## config.mk

```make
export PLATFORM = sky130hd
export DESIGN_NAME = des_subkey_sched_flat
export DESIGN_NICKNAME = d
export VERILOG_FILES = /design/src/rtl/des_subkey_sched_if.sv /design/src/rtl/des_subkey_sched.sv /design/src/flat_wrapper.sv
export SDC_FILE = /design/constraint.sdc
export NUM_CORES = 1
export LEC_CHECK = 0
export ABC_AREA = 1
export CORE_AREA = 2 2 114 127
export DETAILED_ROUTE_END_ITERATION = 10
export DIE_AREA = 0 0 116 129
export PLACE_DENSITY = 0.77
export SYNTH_ARGS = -nofsm -noshare
export SYNTH_HDL_FRONTEND = slang
export SYNTH_SLANG_ARGS = --single-unit
```

## constraint.sdc

```tcl
create_clock -name clk -period 2.2 [get_ports clk]
set_input_delay 0.33 -clock clk [delete_from_list [all_inputs] [get_ports clk]]
set_output_delay 0.33 -clock clk [all_outputs]
set_load 0.05 [all_outputs]
```

## src/rtl/des_subkey_sched_if.sv

```systemverilog
// Handshake bundle between the key register / control side and the DES
// subkey scheduler. The scheduler is the slave; whoever loads keys and
// consumes subkeys (the round engine side) is the master.
interface des_subkey_sched_if;
  logic        key_load;
  logic [1:64] key;
  logic        decrypt;
  logic        sk_ready;
  logic        sk_valid;
  logic [1:48] sk;
  logic [3:0]  sk_round;
  logic        sk_last;
  logic        busy;

  modport master (
    output key_load, key, decrypt, sk_ready,
    input  sk_valid, sk, sk_round, sk_last, busy
  );

  modport slave (
    input  key_load, key, decrypt, sk_ready,
    output sk_valid, sk, sk_round, sk_last, busy
  );
endinterface

```

## src/rtl/des_subkey_sched.sv

```systemverilog
// Iterative DES key schedule. Holds the two 28-bit halves C and D and steps
// them one subkey per accepted handshake, rotating left for encryption
// (K1..K16) or right for decryption (K16..K1). The subkey itself is PC-2 of
// the current C/D registers, so it is stable whenever C/D are.
module des_subkey_sched (
  input  logic                       clk,
  input  logic                       rst_n,
  des_subkey_sched_if.slave          bus
);

  typedef enum logic {
    S_IDLE,
    S_RUN
  } state_t;

  // Permuted choice 1: 64-bit key (parity bits dropped) to {C0, D0}.
  localparam int PC1_TAB [0:55] = '{
    57, 49, 41, 33, 25, 17,  9,
     1, 58, 50, 42, 34, 26, 18,
    10,  2, 59, 51, 43, 35, 27,
    19, 11,  3, 60, 52, 44, 36,
    63, 55, 47, 39, 31, 23, 15,
     7, 62, 54, 46, 38, 30, 22,
    14,  6, 61, 53, 45, 37, 29,
    21, 13,  5, 28, 20, 12,  4
  };

  // Permuted choice 2: {C, D} to the 48-bit round subkey.
  localparam int PC2_TAB [0:47] = '{
    14, 17, 11, 24,  1,  5,
     3, 28, 15,  6, 21, 10,
    23, 19, 12,  4, 26,  8,
    16,  7, 27, 20, 13,  2,
    41, 52, 31, 37, 47, 55,
    30, 40, 51, 45, 33, 48,
    44, 49, 39, 56, 34, 53,
    46, 42, 50, 36, 29, 32
  };

  localparam logic [4:0] LAST_STEP = 5'd16;

  function automatic logic [1:56] pc1(input logic [1:64] k);
    logic [1:56] r;
    r = '0;
    for (int j = 0; j < 56; j++) begin
      r[j + 1] = k[PC1_TAB[j]];
    end
    return r;
  endfunction

  function automatic logic [1:48] pc2(input logic [1:56] cd);
    logic [1:48] r;
    r = '0;
    for (int j = 0; j < 48; j++) begin
      r[j + 1] = cd[PC2_TAB[j]];
    end
    return r;
  endfunction

  // Shift table SH[1..16] = 1,1,2,2,2,2,2,2,1,2,2,2,2,2,2,1.
  // Returns 1 when SH[n] is 2, 0 when SH[n] is 1.
  function automatic logic sh_is_two(input logic [4:0] n);
    logic two;
    case (n)
      5'd1, 5'd2, 5'd9, 5'd16: two = 1'b0;
      default:                 two = 1'b1;
    endcase
    return two;
  endfunction

  function automatic logic [1:28] rotl(input logic [1:28] x, input logic two);
    return two ? {x[3:28], x[1:2]} : {x[2:28], x[1]};
  endfunction

  function automatic logic [1:28] rotr(input logic [1:28] x, input logic two);
    return two ? {x[27:28], x[1:26]} : {x[28], x[1:27]};
  endfunction

  state_t      r_state;
  logic [1:28] r_c;
  logic [1:28] r_d;
  logic [4:0]  r_step;
  logic        r_dir;

  state_t      w_state_nxt;
  logic [1:28] w_c_nxt;
  logic [1:28] w_d_nxt;
  logic [4:0]  w_step_nxt;
  logic        w_dir_nxt;
  logic [1:56] w_cd0;
  logic [4:0]  w_sh_idx;
  logic        w_sh_two;
  logic        w_xfer;
  logic        w_valid;

  assign w_valid = (r_state == S_RUN);
  assign w_xfer  = w_valid & bus.sk_ready;

  // Next-state and datapath update: key_load has priority over a transfer,
  // so a new key always restarts the schedule even mid-run.
  // NOTE: every always_comb output gets a default first so no path leaves a
  // signal unassigned, which would otherwise infer a latch.
  always_comb begin
    w_state_nxt = r_state;
    w_c_nxt     = r_c;
    w_d_nxt     = r_d;
    w_step_nxt  = r_step;
    w_dir_nxt   = r_dir;
    w_cd0       = pc1(bus.key);
    // Encrypt walks SH forward from entry i+1, decrypt walks it backward
    // from entry 17-i, undoing the rotation that produced the current step.
    w_sh_idx    = r_dir ? (5'd17 - r_step) : (r_step + 5'd1);
    w_sh_two    = sh_is_two(w_sh_idx);

    if (bus.key_load) begin
      // Decrypt starts at C0D0, which equals C16D16 because the shifts sum
      // to 28; encrypt needs the first single left rotation to reach K1.
      if (bus.decrypt) begin
        w_c_nxt = w_cd0[1:28];
        w_d_nxt = w_cd0[29:56];
      end else begin
        w_c_nxt = rotl(w_cd0[1:28], 1'b0);
        w_d_nxt = rotl(w_cd0[29:56], 1'b0);
      end
      w_step_nxt  = 5'd1;
      w_dir_nxt   = bus.decrypt;
      w_state_nxt = S_RUN;
    end else if (w_xfer) begin
      if (r_step == LAST_STEP) begin
        // C/D keep their final value; only the FSM returns to idle.
        w_state_nxt = S_IDLE;
      end else begin
        w_c_nxt    = r_dir ? rotr(r_c, w_sh_two) : rotl(r_c, w_sh_two);
        w_d_nxt    = r_dir ? rotr(r_d, w_sh_two) : rotl(r_d, w_sh_two);
        w_step_nxt = r_step + 5'd1;
      end
    end
  end

  // State register for the FSM and the C/D/step/direction datapath.
  // NOTE: sequential state uses non-blocking assignments so every register
  // samples the pre-edge values, independent of statement order.
  always_ff @(posedge clk or negedge rst_n) begin
    if (!rst_n) begin
      r_state <= S_IDLE;
      r_c     <= '0;
      r_d     <= '0;
      r_step  <= '0;
      r_dir   <= 1'b0;
    end else begin
      r_state <= w_state_nxt;
      r_c     <= w_c_nxt;
      r_d     <= w_d_nxt;
      r_step  <= w_step_nxt;
      r_dir   <= w_dir_nxt;
    end
  end

  // Output decode. The 4-bit forms of step-1 and 16-step are exact for
  // steps 1..16, so only the low step bits are needed for the round index.
  assign bus.sk_valid = w_valid;
  assign bus.busy     = w_valid;
  assign bus.sk       = pc2({r_c, r_d});
  assign bus.sk_last  = w_valid & (r_step == LAST_STEP);
  assign bus.sk_round = !w_valid ? 4'd0 :
                        r_dir    ? (4'd0 - r_step[3:0]) :
                                   (r_step[3:0] - 4'd1);

endmodule

```

## src/flat_wrapper.sv

```systemverilog
// flat-port wrapper written by rule: the top's interface ports become plain ports
module des_subkey_sched_flat 
  (clk, rst_n, bus_key_load, bus_key, bus_decrypt, bus_sk_ready, bus_sk_valid, bus_sk, bus_sk_round, bus_sk_last, bus_busy);
  des_subkey_sched_if bus_i ();
  input  logic clk;
  input  logic rst_n;
  input wire logic [$bits(bus_i.key_load)-1:0] bus_key_load;
  input wire logic [$bits(bus_i.key)-1:0] bus_key;
  input wire logic [$bits(bus_i.decrypt)-1:0] bus_decrypt;
  input wire logic [$bits(bus_i.sk_ready)-1:0] bus_sk_ready;
  output wire logic [$bits(bus_i.sk_valid)-1:0] bus_sk_valid;
  output wire logic [$bits(bus_i.sk)-1:0] bus_sk;
  output wire logic [$bits(bus_i.sk_round)-1:0] bus_sk_round;
  output wire logic [$bits(bus_i.sk_last)-1:0] bus_sk_last;
  output wire logic [$bits(bus_i.busy)-1:0] bus_busy;
  assign bus_i.key_load = bus_key_load;
  assign bus_i.key = bus_key;
  assign bus_i.decrypt = bus_decrypt;
  assign bus_i.sk_ready = bus_sk_ready;
  assign bus_sk_valid = bus_i.sk_valid;
  assign bus_sk = bus_i.sk;
  assign bus_sk_round = bus_i.sk_round;
  assign bus_sk_last = bus_i.sk_last;
  assign bus_busy = bus_i.busy;
  des_subkey_sched u_core (.clk(clk), .rst_n(rst_n), .bus(bus_i));
endmodule
```

======== Word level (Yosys, flattened, before mapping) ========
Index checks and enable logic that the tools add are counted.
word-level totals
  bits in registers ....................... 63
  input port bits ......................... 69
cells by class
  $add $sub $neg .......................... 4
  equality and inequality tests ........... 6
  multiplexer cells ....................... 23
  bitwise logic cells ..................... 2
  reduce and logical (&&, ||, !) cells .... 5
operators with widths
  operator               number
  $mux W28               14
  $mux W5                4
  $eq A5 B5 Y1 const B   2
  $mux W4                2
  $add A5 B1 Y5 const B  1
  $eq A5 B1 Y1 const B   1
  $eq A5 B2 Y1 const B   1
  $eq A5 B4 Y1 const B   1
  $sub A5 B5 Y5 const A  1
  $reduce_and A2 Y1      2
  $reduce_bool A2 Y1     2
  $reduce_or A4 Y1       1
  $sub A1 B4 Y4 const A  1
  $sub A4 B1 Y4 const B  1
  $mux W1                3
  $and A1 B1 Y1          2
  $ne A2 B2 Y1 const B   1

======== Depth between registers and ports, before layout ========
Gate-level depths: netlist of the first run.
  depth after elaboration ................. 9
  mapped depth ............................ 17
  depth with buffers taken out ............ 15

======== Least setup slack after synthesis of the first run ========
OpenSTA, ideal clock, no wires.
  kind .................................... reg-to-output
  start ................................... register u_core.r_step[1]
  end ..................................... output port bus_sk_round[3]
  data arrival time ....................... 1.844 ns
  required time ........................... 1.870 ns
  path slack .............................. 0.026 ns
  cell stages (with the launch flop) ...... 9
  cell sequence ........................... dfrtp_1 inv_1 ha_1 inv_1 nand2_1 nand3_1 o21ai_0 o21ai_0 a21oi_1
on the way
  cells in the longest elaborated chain, start to end .. 3
  elaborated cells between the ends (all ways) .. 4
RTL lines
  item                                                   RTL line                                          text
  start, declared                                        des_subkey_sched.sv:82                            logic [4:0] r_step;
  start signal, assigned                                 des_subkey_sched.sv:154                           r_step <= w_step_nxt;
  $sub A4 B1 Y4 / $sub A1 B4 Y4 (equally long branches)  des_subkey_sched.sv:167, des_subkey_sched.sv:166
  $mux W4 *                                              des_subkey_sched.sv:166                           r_dir ? (4'd0 - r_step[3:0]) :
  $mux W4 *                                              des_subkey_sched.sv:165                           assign bus.sk_round = !w_valid ? 4'd0 :
  end, declared                                          flat_wrapper.sv:13                                output wire logic [$bits(bus_i.sk_round)-1:0] bus_sk_round;
Every way passes the cells marked *; elsewhere a longest branch is shown, timed or not.

======== Worst setup path after layout of the first run ========
  start ................................... register u_core.r_step[2]
  end ..................................... output port bus_sk_round[3]
The elaborated chain is that of the path after synthesis.

==> impl.org, run 1 <==
** Status
- The run finished, with violations left.
- The final reports fail on setup timing.

** Clock tree
- CTS buffer count :: 9
- Clock tree root buffer cell :: sky130_fd_sc_hd__clkbuf_16
- Latest clock arrival within the worst-skew pair :: 0.33 ns
- Buffers inserted to repair hold after CTS numbered 0.
- Maximum level of the CTS H-tree :: 3
- After clock tree synthesis, the clock-pin slew on the worst setup and hold paths is 0.06 ns.
- TritonCTS built the clock tree.
- Sink count of the clock tree :: 63
- The clock passes through at most 2 buffers.

** Timing
- Final Worst Setup Slack :: -0.0321 ns
- The clock arrives with 0.00773 ns of skew.
- Measured against its own limit, the worst slew margin works out to 50.8%.
- Setup repair after global routing could not meet its margin everywhere.
- The number of hold-slack violations in the final timing report was 0.
- Setup-violating endpoint count in the final report :: 1
- The routed design could run at a clock period as short as 2.23 ns.
- The worst path uses 101% of the clock period.
- Measured slew at the worst slew-check pin :: 0.737 ns
- Timing would allow up to 448 MHz.
- Setup TNS :: -0.0321 ns
- Final Hold Slack :: 0.00321 ns
- The max-slew violation count is 0.

** Setup path
- In this run the worst path has a maximum fanout of 7.
- Chain of cells forming the critical path :: inv_2 > ha_1 > inv_1 > nand2_1 > nand3_1 > o21ai_0 > o21ai_1 > a21oi_2 > buf_12
- Kind of launch point of the worst setup path :: register
- On the worst path, the slowest cell contributes a delay of 0.46 ns.
- Type of the setup path with the least slack :: register to output pin
- Data on the critical path is required at its endpoint by 1.87 ns.
- Data arrival time of the critical path :: 1.90 ns
- Nature of the critical path endpoint :: output pin
- Crit-path slowest cell :: sky130_fd_sc_hd__dfrtp_2

** Power
- Total power density per cell area :: 894 mW/mm^2
- Net Switching :: 3.20 mW
- The internal power of the cells totals 3.76 mW.
- In this run switching power makes up 46.0% of total power.
- Registers are responsible for 24.0% of the overall power.
- The clock network burns 20.9% of the power.
- Worst vdd ir :: 0.000475 V
- In this run, the combinational gates consume 55.1% of the power.
- Summing internal, switching and leakage power gives 6.96 mW.
- Pleak :: 3.98 nW

** Placed design
- Port Buffer Count :: 115
- Final Wtd Congestion :: 0.858
- Worst slack after detailed placement :: 0.00615 ns
- DP HPWL :: 11.4 mm

** Synth
- EDFF count, synth :: 0
- The synthesized netlist contains 24 unique library cells.
- In the synthesized netlist, the cells that appear most often are sky130_fd_sc_hd__nand2_1, sky130_fd_sc_hd__nor2_1, sky130_fd_sc_hd__nand3_1.
- Mapped Nets :: 1126
- The synthesized design devotes to its leading area cell type 26.2% of total area.
- The average instance in the mapped netlist occupies 5.74 um^2.
- For this run, asynchronously set or reset flops after synthesis account for 100%.
- The mapped netlist covers 0.00602 mm^2.
- After technology mapping, the gate count stands at 1050.
- Most used DFF post-synth :: sky130_fd_sc_hd__dfrtp_1
- Yosys instantiated no cell more often than sky130_fd_sc_hd__nand2_1.
- For this run, the number of Yosys warnings is 0.
- Main area contributors after synthesis :: sky130_fd_sc_hd__dfrtp_1, sky130_fd_sc_hd__nand2_1, sky130_fd_sc_hd__nand3_1, sky130_fd_sc_hd__nor2_1, sky130_fd_sc_hd__buf_4
- The synthesized design contains 63 register bits.
- sky130_fd_sc_hd__dfrtp_1 takes more of the synthesized area than any other cell.
- Sequential elements use 26.2% of the synthesized area.

** Cells and area
- Fraction of final layout cells sized beyond drive strength 1 :: 13.7%
- The number of antenna diodes in the final layout is 0.
- In the final design database the tool counted 1178 nets.
- Sequential cell area in the final layout :: 0.00158 mm^2
- Area growth, synth to finish :: 29.2%
- Footprint of the multi-input gates :: 0.00373 mm^2
- Fillers :: 1320

** Route
- Number of nets still failing antenna checks after routing :: 0
- Using the TritonRoute via totals, the vias-per-cell ratio works out to 5.21.
- For this run, design rule violations remaining after detail routing come to 0.
- Total via count in the routed design :: 6743
- Count of TritonRoute iterations in the first routing pass :: 5
- The first routing iteration left 566 violations.
- The final layout contains routed wiring with a total length of 18.0 mm.
- In the final routed layout, each cell accounts on average for 13.9 um.

** Worst hold path
- Path class of the lowest-slack min-delay path :: input pin to asynchronous set/reset pin

** GRT
- Maximum number of pins on one net before global-route repair :: 64
- Global routing used 3.39% of the available met3 tracks.
- The number of global-route vias before repair was 5912.
- Wire length of the first global-routing pass :: 27.8 mm
- In the global route stage, met1 resource usage came out at 30.7%.
- Met2 Resource Use GR :: 37.0%
- GR Overflow Total :: 0
- For this run, the total global-route usage over all layers was measured as 22.8%.
- Antenna violations before repair :: 0
- Most crowded layer after global routing :: met2

** Floorplanning
- Initial Utilization :: 44.2%
- The floorplan step set the die width to 116 um.
- Placeable core region :: 0.0136 mm^2
- # rows :: 45
- The die covers 0.0150 mm^2.
- 124 I/O pins were placed.
- Die height :: 129 um

** Job
- Across the run, the number of max-cap violations was 0.
placed cells by master, fill, tap and decap left out, types with 2 or more instances in the layout:
cell type and count:
sky130_fd_sc_hd__or2_2 40, sky130_fd_sc_hd__ha_4 3, sky130_fd_sc_hd__inv_2 7, sky130_fd_sc_hd__nor2_1 138
sky130_fd_sc_hd__buf_4 17, sky130_fd_sc_hd__dfrtp_1 62, sky130_fd_sc_hd__a21oi_1 15, sky130_fd_sc_hd__nand4_1 2
sky130_fd_sc_hd__nand2_1 370, sky130_fd_sc_hd__buf_2 3, sky130_fd_sc_hd__nand3_4 2, sky130_fd_sc_hd__inv_1 65
sky130_fd_sc_hd__nand3_2 9, sky130_fd_sc_hd__ha_1 2, sky130_fd_sc_hd__o21ai_0 46, sky130_fd_sc_hd__buf_12 15
sky130_fd_sc_hd__a21oi_2 2, sky130_fd_sc_hd__nor2_4 6, sky130_fd_sc_hd__clkinv_2 3, sky130_fd_sc_hd__o22ai_1 4
sky130_fd_sc_hd__or2_0 16, sky130_fd_sc_hd__clkdlybuf4s50_1 107, sky130_fd_sc_hd__clkinvlp_4 2, sky130_fd_sc_hd__o21ai_1 3
sky130_fd_sc_hd__buf_6 5, sky130_fd_sc_hd__nand3_1 123, sky130_fd_sc_hd__clkbuf_16 13, sky130_fd_sc_hd__ha_2 2
sky130_fd_sc_hd__nand2_2 17
metrics by stage:
stage	cell area, um^2	utilization [%]	instances
finish	7780	57.1	1295
global route	7780	57.1	1295
CTS	7420	54.4	1287
detailed placement	7100	52.1	1270
global placement	7100	52.1	1270
floorplan	6020	-	1050
state kept, by name, indices dropped and copies added, names as in the netlist:
| signal | flops |
|---|---|
| u_core.r_dir | 1 |
| u_core.r_d | 28 |
| u_core.bus.busy | 1 |
| u_core.r_step | 5 |
| u_core.r_c | 28 |
cell families after synthesis:
group	after synthesis	synth area share, %
flip-flops	63	26.2
AO/OA/AOI/OAI	72	6.11
adder cells (fa/ha/maj)	7	1.45
AND/OR/NAND/NOR	725	50.6
buffers and inverters	183	15.7
path summary, 6_finish.rpt:
check,start,endpoint,slack (ns),cells past startpoint
max in group asynchronous,rst_n,u_core.r_step[2],1.89,2
min in group clk,bus_key_load,u_core.bus.busy,0.54,3
max reg2reg,u_core.r_step[0],u_core.r_d[1],0.03,15
max,u_core.r_step[2],bus_sk_round[3],-0.03,9
min,rst_n,u_core.r_c[14],0.003,2
min reg2reg,u_core.r_c[25],u_core.r_c[25],0.59,3
critical path, delay by kind of cell, from the launching register on:
family                   cells  cell delay (ns)
AND/OR/NAND/NOR              2             0.17
flip-flops                   1             0.46
AO/OA/AOI/OAI                3             0.49
buffers and inverters        3             0.28
adder cells (fa/ha/maj)      1             0.15
layer usage:
layer,share of wire [%],up-vias
met5,0,-
met1,43,3081
li1,-,3338
met4,2.7,0
met2,47,284
met3,6.7,40
power groups by stage:
stage / registers (mW) / clock network, mW / logic [mW]
after floorplan: 1.59 / 0 / 2.78
after global placement: 1.67 / 0 / 3.45
after detailed placement: 1.68 / 0 / 3.48
after CTS: 1.66 / 1.47 / 3.51
after global routing: 1.71 / 1.53 / 4.20
final: 1.67 / 1.45 / 3.84
area by class of cell:
class | count | share of cell area, %
Tap cell | 188 | 3.02
Clock inverter | 6 | 0.772
Clock buffer | 10 | 3.07
Inverter | 73 | 3.52
Timing Repair Buffer | 151 | 21.5
Multi-Input combinational cell | 804 | 47.9
Sequential cell | 63 | 20.3
timing repair:
action	in CTS	in global routing
pin swaps	0	27
gates resized for setup	1	62
setup buffers	1	2
endpoints found under the setup margin	21	58
cloned	0	6
Note: power is estimated with default switching activity, not from simulation.
==> inputs of run 2 (changes only) <==
PLACE_DENSITY = 0.74   (was 0.77)
==> impl.org, run 2 (synthesized netlist as in run 1, its figures left out) <==
** Route
- Total DRC errors in the routed layout :: 0 (unchanged)
- The remaining antenna violation count is 0 (unchanged).
- The total iterations of the first detailed-routing run is 6 (was 5).
- Per-cell routed wire length :: 14.3 um (was 13.9 um)
- The count of vias placed by the detailed router is 6778 (was 6743).
- Routed wire length :: 18.7 mm (was 18.0 mm)
- Vias per Instance :: 5.20 (was 5.21)
- Drt initial violations :: 448 (was 566)

** Cells and area
- Number of cells in the finished layout apart from fillers :: 1303 (was 1295)
- The number of diodes added for antenna fixing came to 0 (unchanged).
- The storage element area came to 0.00158 mm^2 (about the same).
- Most frequent cells in the layout :: sky130_fd_sc_hd__nand2_1, sky130_fd_sc_hd__nor2_1, sky130_fd_sc_hd__clkdlybuf4s50_1 (was sky130_fd_sc_hd__nand2_1, sky130_fd_sc_hd__nor2_1, sky130_fd_sc_hd__nand3_1)
- The total of fill cells in the finished design is 1321 (was 1320).
- Most frequent standard cell in the layout excluding fill and tap cells :: sky130_fd_sc_hd__nand2_1 (unchanged)
- The core utilization of the finished layout is 58.8% (was 57.1%).
- Area growth, synth to finish :: 33.1% (was 29.2%)
- Biggest regs: u_core.r_c (28), u_core.r_d (28), u_core.r_step (5) (unchanged).
- Footprint of the multi-input gates :: 0.00390 mm^2 (was 0.00373 mm^2)
- Fraction of final layout cells sized beyond drive strength 1 :: 17.6% (was 13.7%)
- Post-route cell area :: 0.00802 mm^2 (was 0.00778 mm^2)
- Nets@finish :: 1187 (was 1178)

** Power
- Sequential share of power :: 23.9% (was 24.0%)
- The switching power is 3.32 mW (was 3.20 mW).
- Clock share of power :: 19.4% (was 20.9%)
- Total power of the final layout :: 7.14 mW (was 6.96 mW)
- The static leakage is 4.10 nW (was 3.98 nW).
- The switching fraction of total power came to 46.5% (was 46.0%).
- Internal cell power :: 3.82 mW (was 3.76 mW)
- The fraction of power consumed by combinational cells is 56.8% (was 55.1%).
- The power per unit of standard cell area came to 890 mW/mm^2 (was 894 mW/mm^2).
- Worst vdd ir :: 0.000443 V (was 0.000475 V)

** Placed design
- Worst slack after detailed placement :: 0.000858 ns (was 0.00615 ns)
- The count of input and output buffers is 115 (unchanged).
- The total half-perimeter wirelength after legalization and detailed placement was 11.6 mm (was 11.4 mm).
- Number of placed cells counting well taps :: 1277 (was 1270)
- The final weighted congestion in routability-driven placement is 0.853 (was 0.858).
- The placement-stage cell area was 0.00713 mm^2 (was 0.00710 mm^2).

** Status
- Result of the run: complete, but fails checks (unchanged).
- Failing checks: hold timing, setup timing (was setup timing).

** Timing
- The number of hold-slack violations in the final timing report came to 3 (was 0).
- RSZ-0062 raised after global routing: true (unchanged).
- The slew at the pin closest to its max-slew limit came to 0.571 ns (was 0.737 ns).
- Setup-violating endpoint count in the final report :: 7 (was 1)
- Pins over their slew limit :: 0 (unchanged)
- Final Hold Slack :: -0.00242 ns (was 0.00321 ns)
- The worst-case clock skew came to 0.00642 ns (was 0.00773 ns).
- F_max :: 447 MHz (was 448 MHz)
- The worst-case headroom to the max-slew limit is 61.8% (was 50.8%).
- Final Worst Setup Slack :: -0.0377 ns (was -0.0321 ns)
- The minimum clock period is 2.24 ns (was 2.23 ns).
- The share of the clock period used by the worst path was 102% (was 101%).
- The aggregate negative setup slack came to -0.0656 ns (was -0.0321 ns).

** Worst hold path
- Path class of the lowest-slack min-delay path :: input pin to asynchronous set/reset pin (unchanged)

** Clock tree
- The deepest level of the CTS H-tree was 3 (unchanged).
- The post-cts hold buffer count came to 0 (unchanged).
- Sink count of the clock tree :: 63 (unchanged)
- Clock transition at path regs :: 0.06 ns (about the same)
- Maximum count of clock buffers along a single path :: 2 (unchanged)
- The master cell of the clock root buffer is sky130_fd_sc_hd__clkbuf_16 (unchanged).
- CTS buffer count :: 9 (unchanged)
- Latest clock arrival within the worst-skew pair :: 0.34 ns (was 0.33 ns)
- The clock tree from TritonCTS is done (unchanged).

** GRT
- The maximum number of pins on one net before global-route repair was 64 (unchanged).
- The sum of overflow across all layers after global routing is 0 (unchanged).
- The total track usage came to 23.3% (was 22.8%).
- The first-pass GRT wire length is 28.4 mm (was 27.8 mm).
- The number of antenna violations at the first check in global routing is 0 (unchanged).
- Vias in the first global route :: 6085 (was 5912)

** Floorplanning
- Die X :: 116 um (unchanged)
- The starting density of the core came to 44.2% (unchanged).
- Die area :: 0.0150 mm^2 (unchanged)
- The core box area is 0.0136 mm^2 (unchanged).
- The number of top-level pins is 124 (unchanged).
- The chip height came to 129 um (unchanged).
- # rows :: 45 (unchanged)

** Setup path
- Max Fanout on Critical Path :: 4 (was 7)
- Reg2reg setup slack :: -0.01 ns (was 0.03 ns)
- Type of the setup path with the least slack :: register to output pin (unchanged)
- The length in cells of the worst reg-to-reg path was 17 (was 15).
- The required time of the critical path is 1.87 ns (about the same).
- Kind of launch point of the worst setup path :: register (unchanged)
- The critical path capture point type was an output pin (unchanged).
- Data arrival time of the critical path :: 1.91 ns (was 1.90 ns)
- R2R Path End :: u_core.r_d[22] (was u_core.r_d[1])
- The beginning of the worst register-to-register path is u_core.r_step[0] (unchanged).

** Job
- Max-cap violation count :: 0 (unchanged)
-- run 2: changes by cell type in the layout (fill, tap and decap cells not counted), moves of 3 or more --
cell | previous run | this run
sky130_fd_sc_hd__nand2_1 | 370 | 350
sky130_fd_sc_hd__nand3_1 | 123 | 103
sky130_fd_sc_hd__nand3_2 | 9 | 28
sky130_fd_sc_hd__nand2_2 | 17 | 35
sky130_fd_sc_hd__buf_4 | 17 | 24
sky130_fd_sc_hd__buf_8 | 0 | 4
sky130_fd_sc_hd__buf_12 | 15 | 12
sky130_fd_sc_hd__clkbuf_1 | 0 | 3
sky130_fd_sc_hd__clkinv_2 | 3 | 0
-- run 2: layout make-up --
class                      count  area share [%]
multi-input combinational    804            48.7
timing repair buffer         160            21.8
sequential                    63            19.7
clock buffer                  15            3.46
inverter                      73            3.42
tap                          188            2.93
-- run 2: power groups by stage --
stage,sequential (mW),combinational [mW],clock [mW]
floorplan,1.59,2.78,0
global placement,1.67,3.45,0
detailed placement,1.67,3.49,0
CTS,1.66,3.52,1.39
global route,1.74,4.40,1.44
finish,1.70,4.05,1.38
-- run 2: what timing repair did --
action | CTS | global route
buffers inserted | 0 | 4
setup endpoints to repair | 12 | 58
resized for setup | 4 | 104
pin swaps | 0 | 32
hold endpoints to repair | 0 | 0
cloned | 0 | 7
-- run 2: worst max-delay path by stage --
stage                     start         endpoint  cells after the start
4_1_cts        u_core.r_step[0]    u_core.r_c[4]                     13
3_3_place_gp   u_core.r_step[0]   u_core.r_d[23]                     17
6_report       u_core.r_step[1]  bus_sk_round[3]                      9
2_1_floorplan  u_core.r_step[1]  bus_sk_round[3]                      8
3_5_place_dp   u_core.r_step[0]   u_core.r_d[23]                     17
5_1_grt        u_core.r_step[0]   u_core.r_d[17]                     17
-- run 2: worst max-delay path, stage by stage, from the launching register on --
cell and delay, ns:
sky130_fd_sc_hd__dfrtp_2 0.45, sky130_fd_sc_hd__inv_2 0.12, sky130_fd_sc_hd__ha_1 0.19, sky130_fd_sc_hd__inv_1 0.05
sky130_fd_sc_hd__nand2_1 0.08, sky130_fd_sc_hd__nand3_1 0.08, sky130_fd_sc_hd__o21ai_0 0.14, sky130_fd_sc_hd__o21ai_1 0.12
sky130_fd_sc_hd__a21oi_2 0.18, sky130_fd_sc_hd__buf_12 0.16
-- run 2: metal layers --
layer	GRT usage [%]	wire, um	vias to the layer above
met2	39.1	9040	283
met3	3.67	1260	24
met5	0	0	-
met4	7.35	307	0
met1	30.9	8050	3119
li1	-	-	3352
